`config.mk`:
```
export PLATFORM = sky130hd
export DESIGN_NAME = cnn_frame_controller
export DESIGN_NICKNAME = d
export VERILOG_FILES = /design/src/rtl/cnn_frame_controller.sv
export SDC_FILE = /design/constraint.sdc
export NUM_CORES = 1
export LEC_CHECK = 0
export BUFFER_PORTS_ARGS = -buffer_cell sky130_fd_sc_hd__buf_2
export CORE_MARGIN = 4
export CORE_UTILIZATION = 50
export CTS_CLUSTER_DIAMETER = 100
export DETAILED_ROUTE_END_ITERATION = 12
export PLACE_DENSITY_LB_ADDON = 0.05
export RECOVER_POWER = 25
export SLEW_MARGIN = 20
export SYNTH_ARGS = -nofsm -noshare
export SYNTH_HDL_FRONTEND = slang
export SYNTH_SLANG_ARGS = --single-unit
```
`constraint.sdc`:
```
create_clock -name clk -period 7.05 [get_ports clk]
set_input_delay 2.115 -clock clk [delete_from_list [all_inputs] [get_ports clk]]
set_output_delay 2.115 -clock clk [all_outputs]
set_load 0.01 [all_outputs]
```
`src/rtl/cnn_frame_controller.sv`:
```
// Frame sequencer for a streaming CNN core: feeds one frame of pixels, drains the
// pipeline, buffers each result in a one-deep output register and reports progress.
module cnn_frame_controller #(
  parameter int CHANNELS_IN  = 3,
  parameter int IMAGE_WIDTH  = 64,
  parameter int IMAGE_HEIGHT = 32,
  parameter int OUT_PIXELS   = 128,
  parameter int FLUSH_LIMIT  = 4096
) (
  input  logic                     clk,
  input  logic                     rst_n,
  input  logic                     start,
  input  logic [8*CHANNELS_IN-1:0] in_data,
  input  logic                     in_valid,
  output logic                     in_ready,
  output logic                     cnn_clk_en,
  output logic [8*CHANNELS_IN-1:0] cnn_input_data,
  input  logic [79:0]              cnn_output_data,
  input  logic                     cnn_valid,
  output logic [79:0]              out_data,
  output logic                     out_valid,
  input  logic                     out_ready,
  output logic                     busy,
  output logic                     frame_done,
  output logic                     timeout,
  output logic [15:0]              in_count,
  output logic [15:0]              out_count
);

  localparam int IN_PIXELS = IMAGE_WIDTH * IMAGE_HEIGHT;
  localparam int FW        = (FLUSH_LIMIT > 1) ? $clog2(FLUSH_LIMIT + 1) : 1;

  typedef enum logic [1:0] {IDLE, LOAD, FLUSH, DONE} state_e;

  state_e          state_q, state_d;
  logic [15:0]     in_count_q, in_count_d;
  logic [15:0]     out_count_q, out_count_d;
  logic [79:0]     out_data_q, out_data_d;
  logic            out_valid_q, out_valid_d;
  logic            timeout_q, timeout_d;
  logic [FW-1:0]   flush_cnt_q, flush_cnt_d;

  logic stall, accept, capture, start_acc, in_last, out_last, flush_expired;

  // A pending result blocks the core so a new capture can never overwrite it.
  assign stall         = out_valid_q & ~out_ready;
  assign accept        = cnn_clk_en & (state_q == LOAD);
  assign capture       = cnn_clk_en & cnn_valid;
  assign start_acc     = (state_q == IDLE) & start;
  assign in_last       = accept  & (({16'd0, in_count_q}  + 32'd1) == 32'(IN_PIXELS));
  assign out_last      = capture & (({16'd0, out_count_q} + 32'd1) == 32'(OUT_PIXELS));
  assign flush_expired = (state_q == FLUSH) & (flush_cnt_q == FW'(FLUSH_LIMIT - 1));

  always_ff @(posedge clk or negedge rst_n) begin
    if (!rst_n) begin
      state_q <= IDLE;
    end else begin
      state_q <= state_d;
    end
  end

  always_comb begin
    state_d = state_q;
    case (state_q)
      IDLE:    if (start) state_d = LOAD;
      LOAD: begin
        if (out_last)     state_d = DONE;
        else if (in_last) state_d = FLUSH;
      end
      FLUSH:   if (out_last || flush_expired) state_d = DONE;
      DONE:    if (!out_valid_q) state_d = IDLE;
      default: state_d = IDLE;
    endcase
  end

  always_comb begin
    busy           = (state_q != IDLE);
    in_ready       = (state_q == LOAD) & ~stall;
    cnn_clk_en     = ~stall & (((state_q == LOAD) & in_valid) | (state_q == FLUSH));
    cnn_input_data = (state_q == LOAD) ? in_data : '0;
    frame_done     = (state_q == DONE) & ~out_valid_q;
  end

  always_comb begin
    in_count_d  = in_count_q;
    out_count_d = out_count_q;
    out_data_d  = out_data_q;
    out_valid_d = out_valid_q;
    timeout_d   = timeout_q;
    flush_cnt_d = (state_q == FLUSH) ? flush_cnt_q + 1'b1 : '0;

    if (start_acc) begin
      in_count_d  = '0;
      out_count_d = '0;
      timeout_d   = 1'b0;
    end else begin
      if (accept && in_count_q != 16'hFFFF)
        in_count_d = in_count_q + 16'd1;
      if (capture && out_count_q != 16'hFFFF)
        out_count_d = out_count_q + 16'd1;
      // Timeout only when the final result did not arrive on the same cycle.
      if (flush_expired && !out_last)
        timeout_d = 1'b1;
    end

    if (capture) begin
      out_data_d  = cnn_output_data;
      out_valid_d = 1'b1;
    end else if (out_ready) begin
      out_valid_d = 1'b0;
    end
  end

  always_ff @(posedge clk or negedge rst_n) begin
    if (!rst_n) begin
      in_count_q  <= '0;
      out_count_q <= '0;
      out_data_q  <= '0;
      out_valid_q <= 1'b0;
      timeout_q   <= 1'b0;
      flush_cnt_q <= '0;
    end else begin
      in_count_q  <= in_count_d;
      out_count_q <= out_count_d;
      out_data_q  <= out_data_d;
      out_valid_q <= out_valid_d;
      timeout_q   <= timeout_d;
      flush_cnt_q <= flush_cnt_d;
    end
  end

  assign out_data  = out_data_q;
  assign out_valid = out_valid_q;
  assign timeout   = timeout_q;
  assign in_count  = in_count_q;
  assign out_count = out_count_q;

endmodule

```
; ---- Word level (Yosys, flattened, before mapping)
; Index checks and enable logic that the tools add are counted.
[word_totals]
ff_bits = 129
in_bits = 110
out_inout_bits = 142
[classes]
add_sub_neg = 5
eq_ne = 12
muxes = 16
bitwise_logic = 15
reduce_logical = 12
[ops]
columns = op, count
row1 = $mux W16, 4
row2 = $add A16 B1 Y17 const B, 2
row3 = $add A16 B1 Y16 const B, 2
row4 = $ne A16 B16 Y1 const B, 2
row5 = $mux W24, 1
row6 = $eq A17 B12 Y1 const B, 1
row7 = $eq A17 B8 Y1 const B, 1
row8 = $add A13 B1 Y13 const B, 1
row9 = $eq A13 B12 Y1 const B, 1
row10 = $mux W13, 1
row11 = $and A1 B1 Y1, 11
row12 = $mux W2, 5
row13 = $reduce_bool A2 Y1, 5
row14 = $pmux W2 S4, 1
row15 = $eq A2 B2 Y1 const B, 2
row16 = $mux W1, 4
row17 = $ne A2 B2 Y1 const B, 2
row18 = $reduce_and A4 Y1, 1
row19 = $logic_and A1 B1 Y1, 3
row20 = $ne A3 B3 Y1 const B, 1
row21 = $not A1 Y1, 3
row22 = $eq A2 B1 Y1 const B, 1
row23 = $logic_not A2 Y1, 1
row24 = $ne A2 B1 Y1 const B, 1
row25 = other kinds (3), 3

; ---- Logic depth before layout (Yosys ltp)
; Gate-level depths: netlist (run 1).
[depth]
depth_word = 10
depth_mapped = 10
depth_no_buf = 9

; ---- Worst setup path after synthesis (run 1)
; Ideal clock, no wire load.
[synth_timing]
path_kind = input port to output port
start = input port in_valid
end = output port cnn_clk_en
arrival_ps = 2379
required_ps = 4935
slack_ps = 2556
cell_stages = 2
path_buffers = 0
path_cell_list = a21oi_1 > a21oi_1
[synth_between]
elab_chain_len = 3
[synth_lines]
columns = item, line
row1 = "start, declared", 14  ; input logic in_valid,
row2 = $and A1 B1 Y1, 79  ; cnn_clk_en = ~stall & (((state_q == LOAD) & in_valid) | (state_q == FLUSH));
row3 = $or A1 B1 Y1, 79
row4 = $and A1 B1 Y1, 79
row5 = "end, declared", 16  ; output logic cnn_clk_en,
; Every way passes these cells.

; ---- Worst setup path in the final report (run 1)
; Same ends and word-level chain as after synthesis.

==> results of run 1 <==
## metal layers
metal / vias up / part of all wire
li1: 2252 / -
met1: 2262 / 0.39
met2: 186 / 0.51
met3: 27 / 0.081
met4: 0 / 0.022
met5: - / 0
## cell families (layout without fill, tap and decap cells)
logic type,after synthesis,after routing,share of synthesized area
flops,129,129,0.5339
compound gates,34,34,0.03994
mux,85,85,0.1575
fa+ha+maj,8,8,0.01656
other cells,0,1,0
simple gates,178,178,0.1645
xor+xnor,43,43,0.06229
buf+inv,33,295,0.02525
## report_power, final
part	switching [mW]	internal, mW	total (mW)
registers	0.153	1.01	1.16
logic	0.586	0.556	1.14
clock network	0.310	0.569	0.878
## state kept, by name (all words and copies together), names as in the netlist
| signal | count |
|---|---|
| timeout | 1 |
| in_count | 16 |
| state_q | 2 |
| out_valid | 1 |
| flush_cnt_q | 13 |
| out_count | 16 |
| out_data | 80 |
## worst min-delay path by stage
stage / startpoint / end / cells after the start
after floorplan: flush_cnt_q[0]$_DFF_PN0_ / flush_cnt_q[0]$_DFF_PN0_ / 1
after global placement: flush_cnt_q[0]$_DFF_PN0_ / flush_cnt_q[0]$_DFF_PN0_ / 1
after detailed placement: flush_cnt_q[0]$_DFF_PN0_ / flush_cnt_q[0]$_DFF_PN0_ / 1
after CTS: flush_cnt_q[0]$_DFF_PN0_ / flush_cnt_q[0]$_DFF_PN0_ / 1
after global routing: flush_cnt_q[0]$_DFF_PN0_ / flush_cnt_q[0]$_DFF_PN0_ / 1
final: flush_cnt_q[0]$_DFF_PN0_ / flush_cnt_q[0]$_DFF_PN0_ / 1
## per-stage QoR
| stage | instance area [µm²] | util | hold slack, ns |
|---|---|---|---|
| global route | 7984 | 0.6875 | 0.4811 |
| CTS | 7988 | 0.6878 | 0.4637 |
| floorplan | 6046 | - | 0.4315 |
| global placement | 7393 | 0.6366 | 0.4491 |
| finish | 7984 | 0.6875 | 0.4637 |
| detailed placement | 7393 | 0.6366 | 0.4491 |
## cells in the final DEF (no fill, tap or decap), types with 3 or more instances in the layout
cell type     n
xor2_1       23
mux2i_1       4
and2_0        5
clkbuf_1      9
nand4_1       9
mux2_2       80
xnor2_1      20
a21oi_1      10
clkinv_2      5
nor2_1       40
o21ai_0       3
nor3_1        5
dfrtp_1     129
buf_2       242
a31oi_1       3
nand2_1      23
and3_1        8
ha_1          8
and2_1       31
nand3_1      27
bufinv_16     3
inv_1        10
clkinvlp_4    3
buf_4         3
nor4_1        4
clkbuf_16    17
or3_1         5
## cell type report
class                           count  area, µm²  share of cell area
Sequential cell                   129       3228              0.4043
Multi-Input combinational cell    348       2668              0.3341
Timing Repair Buffer              254       1275              0.1597
Clock buffer                       20      456.7             0.05720
Tap cell                          143      178.9             0.02241
Clock inverter                     11      137.6             0.01724
Inverter                           10      37.54            0.004701
Antenna cell                        1      2.502           0.0003134
==> results.md, run 1 <==
* Syn avg cell area at 11.85 µm²
* Netlist cell types at 54
* Clock Root Buffer: clkbuf_16
* Largest net degree at the start of global routing at ~80
* Number of sinks on the clock net at between 100 and 150
* IO buf count at 251
* First-pass GRT wire length at around 25000 µm
* Die W at 118.0 µm
* Startpoint Class: input pin
* DRC violations left at 0
* Setup WS post-layout at 2.268 ns
* Grt met3 use at 0.08602
* EDFF count, synth at 0
* Setup crit end: cnn_clk_en
* Synth Cell Area at just over 6000 µm²
* Cell count along the critical path at 4
* Critical path class: in -> out
* CP Max Fanout at 2
* Outcome: complete, no violations
* # setup viols final at 0
* Avg Vias per Cell at between 5 and 6
* Crit path from: in_valid
* GR Layer Usage met2 at 0.3863
* Critical path, cell by cell: buf_2 > a21oi_1 > a21oi_1 > buf_2
* Syn Inst Count at approximately 500
* Placed cells at 884
* Die H at 118.0 µm
* Core ar. at 11610 µm²
* DR iter-0 viols at 210
* Hold Vio Cnt, Final at 0
* Async S/R FF share, synth at 1.000
* Initial antenna violation count at 1
* Setup Fix Bufs, Post-CTS at 0
* Maximum VDD drop at 293.7 µV
* Initial Util at 0.5206
* Most frequent cell after synthesis: dfrtp_1
* WP buf/inv at 2
* Fmax at 209.1 MHz
* H-tree depth at 4
* Final min period at between 4 and 5 ns
* Nets@finish at 878
* WP data required at 4.93 ns
* I/O pin cnt at 252
* Die ar. at 13910 µm²
* # Max-Cap Violations at 0
* Slew @ Worst Pin at about 1.0 ns
* Routed length per placed instance at 16.42 µm
* Post-synthesis sequential area ratio at 0.5339
* CTS clk-pin slew, worst paths at ~0.050 ns
* Hold_buf cts at 0
* Max Transition Viols Final at 0
* Clk buf depth at 2
* WL final at 15040 µm
* Ranking of synthesized cells by area: dfrtp_1, mux2_2, and2_1, xor2_1, xnor2_1
* Highest-delay cell along the critical path: a21oi_1
* Worst R2R End: state_q[1]$_DFFE_PN0P_
* Fillers at a little under 900
* Syn. warnings at 0
* Critical R2R Launch: state_q[1]$_DFFE_PN0P_
* Most common library cells after synthesis: dfrtp_1, mux2_2, nor2_1
* Drt pass-1 iters at 4
* PwrDens at roughly 400 nW/µm²
* DPL Wire Length at 11190 µm
* Kind of cell adding the most delay to the critical path: compound AO/OA/AOI/OAI gates
* Layout area overhead at 32.06%
* Global-route met1 utilization at 0.2435
* Vias at 4727
* FF-to-FF path depth at 9
* CTS tree: yes
* Setup WS pre-CTS at between 2 and 2.5 ns
* Resized Gates After CTS at 0
* RSZ-0062 raised after global routing: no
* Synth Net Count at 628
* GR peak layer: met2
* Tot Pwr at approximately 3.2 mW
* Total Routing Usage GR at 0.2218
* Crit path arrival time at between 2 and 3 ns
* CTS Buf Count at 17
* Routability Congestion at 0.8267
* Main synth FF type: dfrtp_1
* Num rows at 39
* Final Skew at between 0.005 and 0.006 ns
* Min-delay worst type: reg -> reg
* Grt ovf at 0
* Final cycle utilization of the critical path at 0.6783
* Post-Layout Cell Count at 916
* Leak Pwr at 4.057 nW
* Leading area contributor after synthesis: dfrtp_1
* Share of cells above drive strength 1 at 0.4845
* Vias in the first global route at ~5.0k
* Relative slew slack at 0.3317
* Antenna-violating nets left at 0
* Worst setup EP type: output port
* Synthesized flop and latch total at ~130
* Setup TNS Final at 0 ns
* Worst-Skew Late Latency at roughly 0.4 ns
* Crit-path max cell delay at about 0.22 ns
* R2r setup slk at 3.74 ns
* Synth top area share at 0.5339
(Power assumes the default switching activity.)
==> inputs of run 2 (changes only) <==
--- a/config.mk
+++ b/config.mk
@@ -7,7 +7,7 @@
 export LEC_CHECK = 0
 export BUFFER_PORTS_ARGS = -buffer_cell sky130_fd_sc_hd__buf_2
 export CORE_MARGIN = 4
-export CORE_UTILIZATION = 50
+export CORE_UTILIZATION = 48
 export CTS_CLUSTER_DIAMETER = 100
 export DETAILED_ROUTE_END_ITERATION = 12
 export PLACE_DENSITY_LB_ADDON = 0.05
==> constraint.sdc (replaced) <==
create_clock -name clk -period 4.97 [get_ports clk]
set_input_delay 1.491 -clock clk [delete_from_list [all_inputs] [get_ports clk]]
set_output_delay 1.491 -clock clk [all_outputs]
set_load 0.01 [all_outputs]
==> run 2 against run 1 <==
The run now ends with max-capacitance violations, max-slew violations left. Clock power rose by 46%. Non-clock buffer count rose by 1. Sequential share of layout area fell by 0.28 points. Via count rose by 0.42%. Power rose by 43%. First-iteration DRC count rose by 8.1%. Count of clock-buffer cells in the layout rose by 2. Die area rose by 3.9%. Global-route usage fell by 0.78 points. Combinational power rose by 43%. Worst hold slack improved by 0.011 ns. Clock skew rose by 0.0033 ns. Critical endpoint is now out_data[25]$_DFFE_PN0P_. Largest power group unchanged.
==> results.md, run 2 (same netlist as run 1, synthesis figures left out) <==
* Vias in the first global route at 4941 (-1.6%)
* DRC violations left at 0 (unchanged)
* Number of sinks on the clock net at 129 (unchanged)
* Highest-delay cell along the critical path: clkbuf_2
* H-tree depth at 4 (unchanged)
* Largest net degree at the start of global routing at 82 (unchanged)
* CTS clk-pin slew, worst paths at 0.05 ns (about the same)
* Kind of cell adding the most delay to the critical path: buffers and inverters
* Commonest non-fill, non-tap cells in the layout: buf_2, dfrtp_1, mux2_2, nor2_1
* # Max-Cap Violations at 1 (+1)
* Clock Root Buffer: clkbuf_16
* Final cycle utilization of the critical path at 0.7292
* Worst hold slack at 0.4750 ns (+0.01136 ns)
* WP buf/inv at 2 (unchanged)
* Critical R2R Launch: state_q[1]$_DFFE_PN0P_
* Setup crit end: out_data[25]$_DFFE_PN0P_
* Min-delay worst type: reg -> reg
* IO buf count at 251 (unchanged)
* Clk buf depth at 2 (unchanged)
* Nets@finish at 879 (+0.11%)
* Initial Util at 0.4971 (-0.02346)
* Routed length per placed instance at 16.19 µm (-1.4%)
* Setup Fix Bufs, Post-CTS at 0 (unchanged)
* Crit-path max cell delay at 1.37 ns (+1.15 ns)
* Resized Gates After CTS at 0 (unchanged)
* Final min period at 3.624 ns
* Crit path from: rst_n
* Maximum VDD drop at 427.6 µV (+46%)
* Routability Congestion at 0.8129 (-1.7%)
* Die ar. at 14460 µm² (+3.9%)
* Die W at 120.2 µm (+1.9%)
* Antenna-violating nets left at 0 (unchanged)
* WP data required at 5.28 ns (+0.35 ns)
* Grt ovf at 0 (unchanged)
* Failing checks: max-capacitance violations, max-slew violations
* Worst setup EP type: asynchronous set/reset pin
* Final Skew at 0.009015 ns (+0.003318 ns)
* I/O pin cnt at 252 (unchanged)
* Fillers at 988 (+11%)
* RSZ-0062 raised after global routing: no
* Commonest non-fill, non-tap cell in the layout: buf_2
* Hold Vio Cnt, Final at 0 (unchanged)
* FF-to-FF path depth at 9 (unchanged)
* Critical path class: in -> async
* R2r setup slk at 1.76 ns (-1.98 ns)
* Die H at 120.2 µm (+1.9%)
* Hold Startpoint: flush_cnt_q[0]$_DFF_PN0_
* Num rows at 40 (+2.6%)
* Startpoint Class: input pin
* PwrDens at 567.8 nW/µm² (+42%)
* DR iter-0 viols at 227 (+8.1%)
* Hold depth at 1 (unchanged)
* Final instance area at 8039 µm² (+0.69%)
* Multi-input combinational cell area at 2668 µm² (unchanged)
* Worst-Skew Late Latency at 0.41 ns (about the same)
* First-pass GRT wire length at 24580 µm (-2.0%)
* Outcome: finished, violations left
* Inserted Diodes at 0 (-1)
* CTS tree: yes
* Core ar. at 12160 µm² (+4.7%)
* CP Max Fanout at 78 (+76)
* Max Transition Viols Final at 79 (+79)
* Crit path arrival time at 3.94 ns (+1.27 ns)
* Tot Pwr at 4.564 mW (+43%)
* Relative slew slack at -0.3077 (-0.6394)
* WL final at 15240 µm (+1.3%)
* Share of cells above drive strength 1 at 0.4942 (+0.009723)
* Critical path, cell by cell: clkbuf_2 > clkbuf_1
* Slew @ Worst Pin at 1.962 ns (+0.9590 ns)
* Leak Pwr at 4.086 nW (+0.71%)
* CTS Buf Count at 17 (unchanged)
* Drt pass-1 iters at 4 (unchanged)
* Cell count along the critical path at 2 (-2)
* Fmax at 275.9 MHz
* Total Routing Usage GR at 0.2141 (-0.007778)
* Flip-flop and latch area at 3228 µm² (unchanged)
* Initial antenna violation count at 0 (-1)
* DPL Wire Length at 11180 µm (-0.12%)
* Vias at 4747 (+0.42%)
* Max reg flops at 80 (unchanged)
* Layout area overhead at 32.97%
* Worst R2R End: state_q[1]$_DFFE_PN0P_
* Avg Vias per Cell at 5.045 (-2.2%)
* Placed Instance Area at 7432 µm² (+0.52%)
* Setup TNS Final at 0 ns (unchanged)
* # setup viols final at 0 (unchanged)
* Hold_buf cts at 0 (unchanged)
run 2: cell types whose count changed in the layout (fill, tap and decap cells not counted):
cell	delta
clkinvlp_4	-1
buf_6	-1
diode_2	-1
clkbuf_1	-7
and2_1	-4
buf_2	+8
clkbuf_2	+1
and2_0	+4
inv_6	+1
clkbuf_8	+2
clkinv_2	-2
run 2: worst register-to-register path, delay by kind of cell, from the launching register on:
family | cells | cell delay (ns)
flip-flops | 1 | 0.42
AO/OA/AOI/OAI | 4 | 1.13
AND/OR/NAND/NOR | 2 | 0.46
adder cells (fa/ha/maj) | 1 | 0.63
buffers and inverters | 1 | 0.13
multiplexers | 1 | 0.32
run 2: power breakdown:
part           internal, mW  switching [mW]
clock network         0.838           0.442
registers              1.43           0.224
logic                 0.796           0.834
total                  3.06            1.50
run 2: final cells by class:
class / count / share of cell area
multi-input cells: 348 / 0.3318
inverters: 10 / 0.004669
flip-flops and latches: 129 / 0.4016
well taps: 168 / 0.02615
repair buffers: 255 / 0.1595
clock buffers: 22 / 0.06023
clock inverters: 9 / 0.01603
run 2: worst min-delay path by stage:
stage                                     to  slack (ns)
CTS                 flush_cnt_q[0]$_DFF_PN0_        0.49
global route        out_data[19]$_DFFE_PN0P_        0.51
floorplan           flush_cnt_q[0]$_DFF_PN0_        0.43
finish              flush_cnt_q[0]$_DFF_PN0_        0.48
detailed placement  flush_cnt_q[0]$_DFF_PN0_        0.47
global placement    flush_cnt_q[0]$_DFF_PN0_        0.45
run 2: stage by stage:
step	setup slack, ns	utilization	std cells
2_1_floorplan	1.724	-	510
3_3_place_gp	1.423	0.6111	910
3_5_place_dp	1.382	0.6111	910
4_1_cts	1.309	0.6615	941
5_1_grt	0.7561	0.6610	941
6_report	1.346	0.6610	941
run 2: routing by layer:
layer | GRT usage | up-vias | routed length (µm)
li1 | - | 2264 | -
met4 | 0.05949 | 0 | 141
met5 | 0 | - | 0
met3 | 0.09214 | 12 | 1469
met2 | 0.3716 | 180 | 7745
met1 | 0.2414 | 2291 | 5883
==> inputs of run 3 (changes only) <==
==> constraint.sdc (replaced) <==
create_clock -name clk -period 3.7 [get_ports clk]
set_input_delay 1.11 -clock clk [delete_from_list [all_inputs] [get_ports clk]]
set_output_delay 1.11 -clock clk [all_outputs]
set_load 0.01 [all_outputs]
==> run 3 against run 2 <==
Clock power is 26% higher. First-iteration DRC count down 18%. Routed wire length rose by 2.2%. Sequential power rose by 34%. Combinational power grew 36%. Worst hold slack worse by 0.015 ns. Count of clock-buffer cells in the layout up 1. The run now ends clean. Critical endpoint is now cnn_clk_en. Worst setup slack worse by 0.73 ns.
==> results.md, run 3 (same netlist as run 1, synthesis figures left out) <==
* CTS Buf Count at 17 (unchanged)
* Fmax at around 320 MHz
* DR iter-0 viols at 187 (-18%)
* Startpoint Class: flop
* IO buf count at 251 (unchanged)
* Critical path, cell by cell: inv_1 > ha_1 > a21oi_1 > a21oi_1 > buf_2
* PwrDens at 753.2 nW/µm² (+33%)
* Fillers at 998 (+1.0%)
* Grt ovf at 0 (unchanged)
* Worst-Skew Late Latency at 0.41 ns (about the same)
* RSZ-0062 raised after global routing: no
* Antenna-violating nets left at 0 (unchanged)
* Max reg flops at 80 (unchanged)
* Highest-delay cell along the critical path: ha_1
* Initial Util at 0.4971 (unchanged)
* Setup Fix Bufs, Post-CTS at 0 (unchanged)
* Initial antenna violation count at 0 (unchanged)
* Placed cells at 913 (+0.33%)
* Avg Vias per Cell at 5.008 (-0.72%)
* Final Skew at 0.01145 ns (+0.002434 ns)
* # Max-Cap Violations at 0 (-1)
* Inserted Diodes at 0 (unchanged)
* Worst setup EP type: output port
* Setup TNS Final at 0 ns (unchanged)
* Commonest non-fill, non-tap cell in the layout: buf_2
* I/O pin cnt at 252 (unchanged)
* First-pass GRT wire length at 24630 µm (+0.23%)
* Vias in the first global route at 4888 (-1.1%)
* WP data required at 2.59 ns (-2.69 ns)
* Layout area overhead at 32.74%
* CTS clk-pin slew, worst paths at 0.05 ns (about the same)
* Number of sinks on the clock net at 129 (unchanged)
* Vias at 4728 (-0.40%)
* Final instance area at 8025 µm² (-0.17%)
* Relative slew slack at 0.07274 (+0.3804)
* Post-Layout Cell Count at 944 (+0.32%)
* Clk buf depth at 2 (unchanged)
* Final min period at a little over 3 ns
* Slew @ Worst Pin at 1.391 ns (-0.5706 ns)
* Die H at 120.2 µm (unchanged)
* Clock Root Buffer: clkbuf_16
* Min-delay worst type: reg -> reg
* H-tree depth at 4 (unchanged)
* Share of cells above drive strength 1 at 0.4974 (+0.003244)
* Total Routing Usage GR at 0.2162 (+0.002137)
* Num rows at 40 (unchanged)
* Hold Vio Cnt, Final at 0 (unchanged)
* DRC violations left at 0 (unchanged)
* Largest net degree at the start of global routing at 82 (unchanged)
* Commonest non-fill, non-tap cells in the layout: buf_2, dfrtp_1, mux2_2, nor2_1, and2_1
* Critical path class: reg -> out
* Hold_buf cts at 0 (unchanged)
* Core ar. at 12160 µm² (unchanged)
* Routability Congestion at 0.8553 (+5.2%)
* Die ar. at 14460 µm² (unchanged)
* Nets@finish at 882 (+0.34%)
* CTS tree: yes
* Leak Pwr at 4.093 nW (+0.17%)
* Crit-path max cell delay at 0.50 ns (-0.87 ns)
* Placed Instance Area at 7467 µm² (+0.47%)
* Die W at 120.2 µm (unchanged)
* Final cycle utilization of the critical path at 0.8331
* Max Transition Viols Final at 0 (-100%)
* Routed length per placed instance at 16.50 µm (+1.9%)
* # setup viols final at 0 (unchanged)
* Crit path arrival time at 1.97 ns (-1.97 ns)
* CP Max Fanout at 17 (-78%)
* Resized Gates After CTS at 0 (unchanged)
* Maximum VDD drop at 448.4 µV (+4.9%)
* Crit-path most repeated cell: a21oi_1
* Outcome: complete, no violations
* Drt pass-1 iters at 4 (unchanged)
* R2r setup slk at 0.95 ns (-0.81 ns)
* DPL Wire Length at 11490 µm (+2.8%)
* WL final at 15580 µm (+2.2%)
[run 3: final cells by class]
type	count	area [µm²]	share of cell area
flip-flops and latches	129	3228	0.4022
multi-input cells	348	2668	0.3324
repair buffers	258	1306	0.1628
clock buffers	23	498.0	0.06205
well taps	168	210.2	0.02619
clock inverters	8	77.57	0.009666
inverters	10	37.54	0.004677
[run 3: routing by layer]
metal  share of wire  global-route usage
met3           0.089             0.08934
met4          0.0096             0.07011
met5               0                   0
met2            0.50              0.3611
met1            0.40              0.2546
[run 3: final timing paths]
| kind | endpoint | startpoint | depth (start not counted) |
|---|---|---|---|
| worst max-delay path | cnn_clk_en | state_q[0]$_DFFE_PN0P_ | 5 |
| worst min-delay path | flush_cnt_q[0]$_DFF_PN0_ | flush_cnt_q[0]$_DFF_PN0_ | 1 |
| worst max register to register | out_data[66]$_DFFE_PN0P_ | state_q[0]$_DFFE_PN0P_ | 6 |
| worst min register to register | flush_cnt_q[0]$_DFF_PN0_ | flush_cnt_q[0]$_DFF_PN0_ | 1 |
| max in group asynchronous | out_data[42]$_DFFE_PN0P_ | rst_n | 2 |
| min in group asynchronous | in_count[6]$_DFFE_PN0P_ | rst_n | 1 |
[run 3: worst max-delay path, delay by kind of cell, from the launching register on]
family / cells / cell delay, ns
AOI/OAI and AO/OA: 2 / 0.31
adders and majority gates: 1 / 0.50
buffers and inverters: 2 / 0.31
DFF: 1 / 0.42
[run 3: through the flow]
step / hold WS, ns / total power [mW] / util / setup slack (ns)
after floorplan: 0.4315 / 3.512 / - / 1.075
after global placement: 0.4472 / 4.409 / 0.6140 / 0.7265
after detailed placement: 0.4530 / 4.478 / 0.6140 / 0.7205
after CTS: 0.4617 / 6.122 / 0.6613 / 0.5620
after global routing: 0.4833 / 6.414 / 0.6599 / 0.3629
final: 0.4604 / 6.044 / 0.6599 / 0.6176
[run 3: power by group]
part           internal (mW)  total, mW  switching (mW)
Combinational           1.08       2.21            1.13
Sequential              1.92       2.22           0.300
Clock                   1.01       1.61           0.603
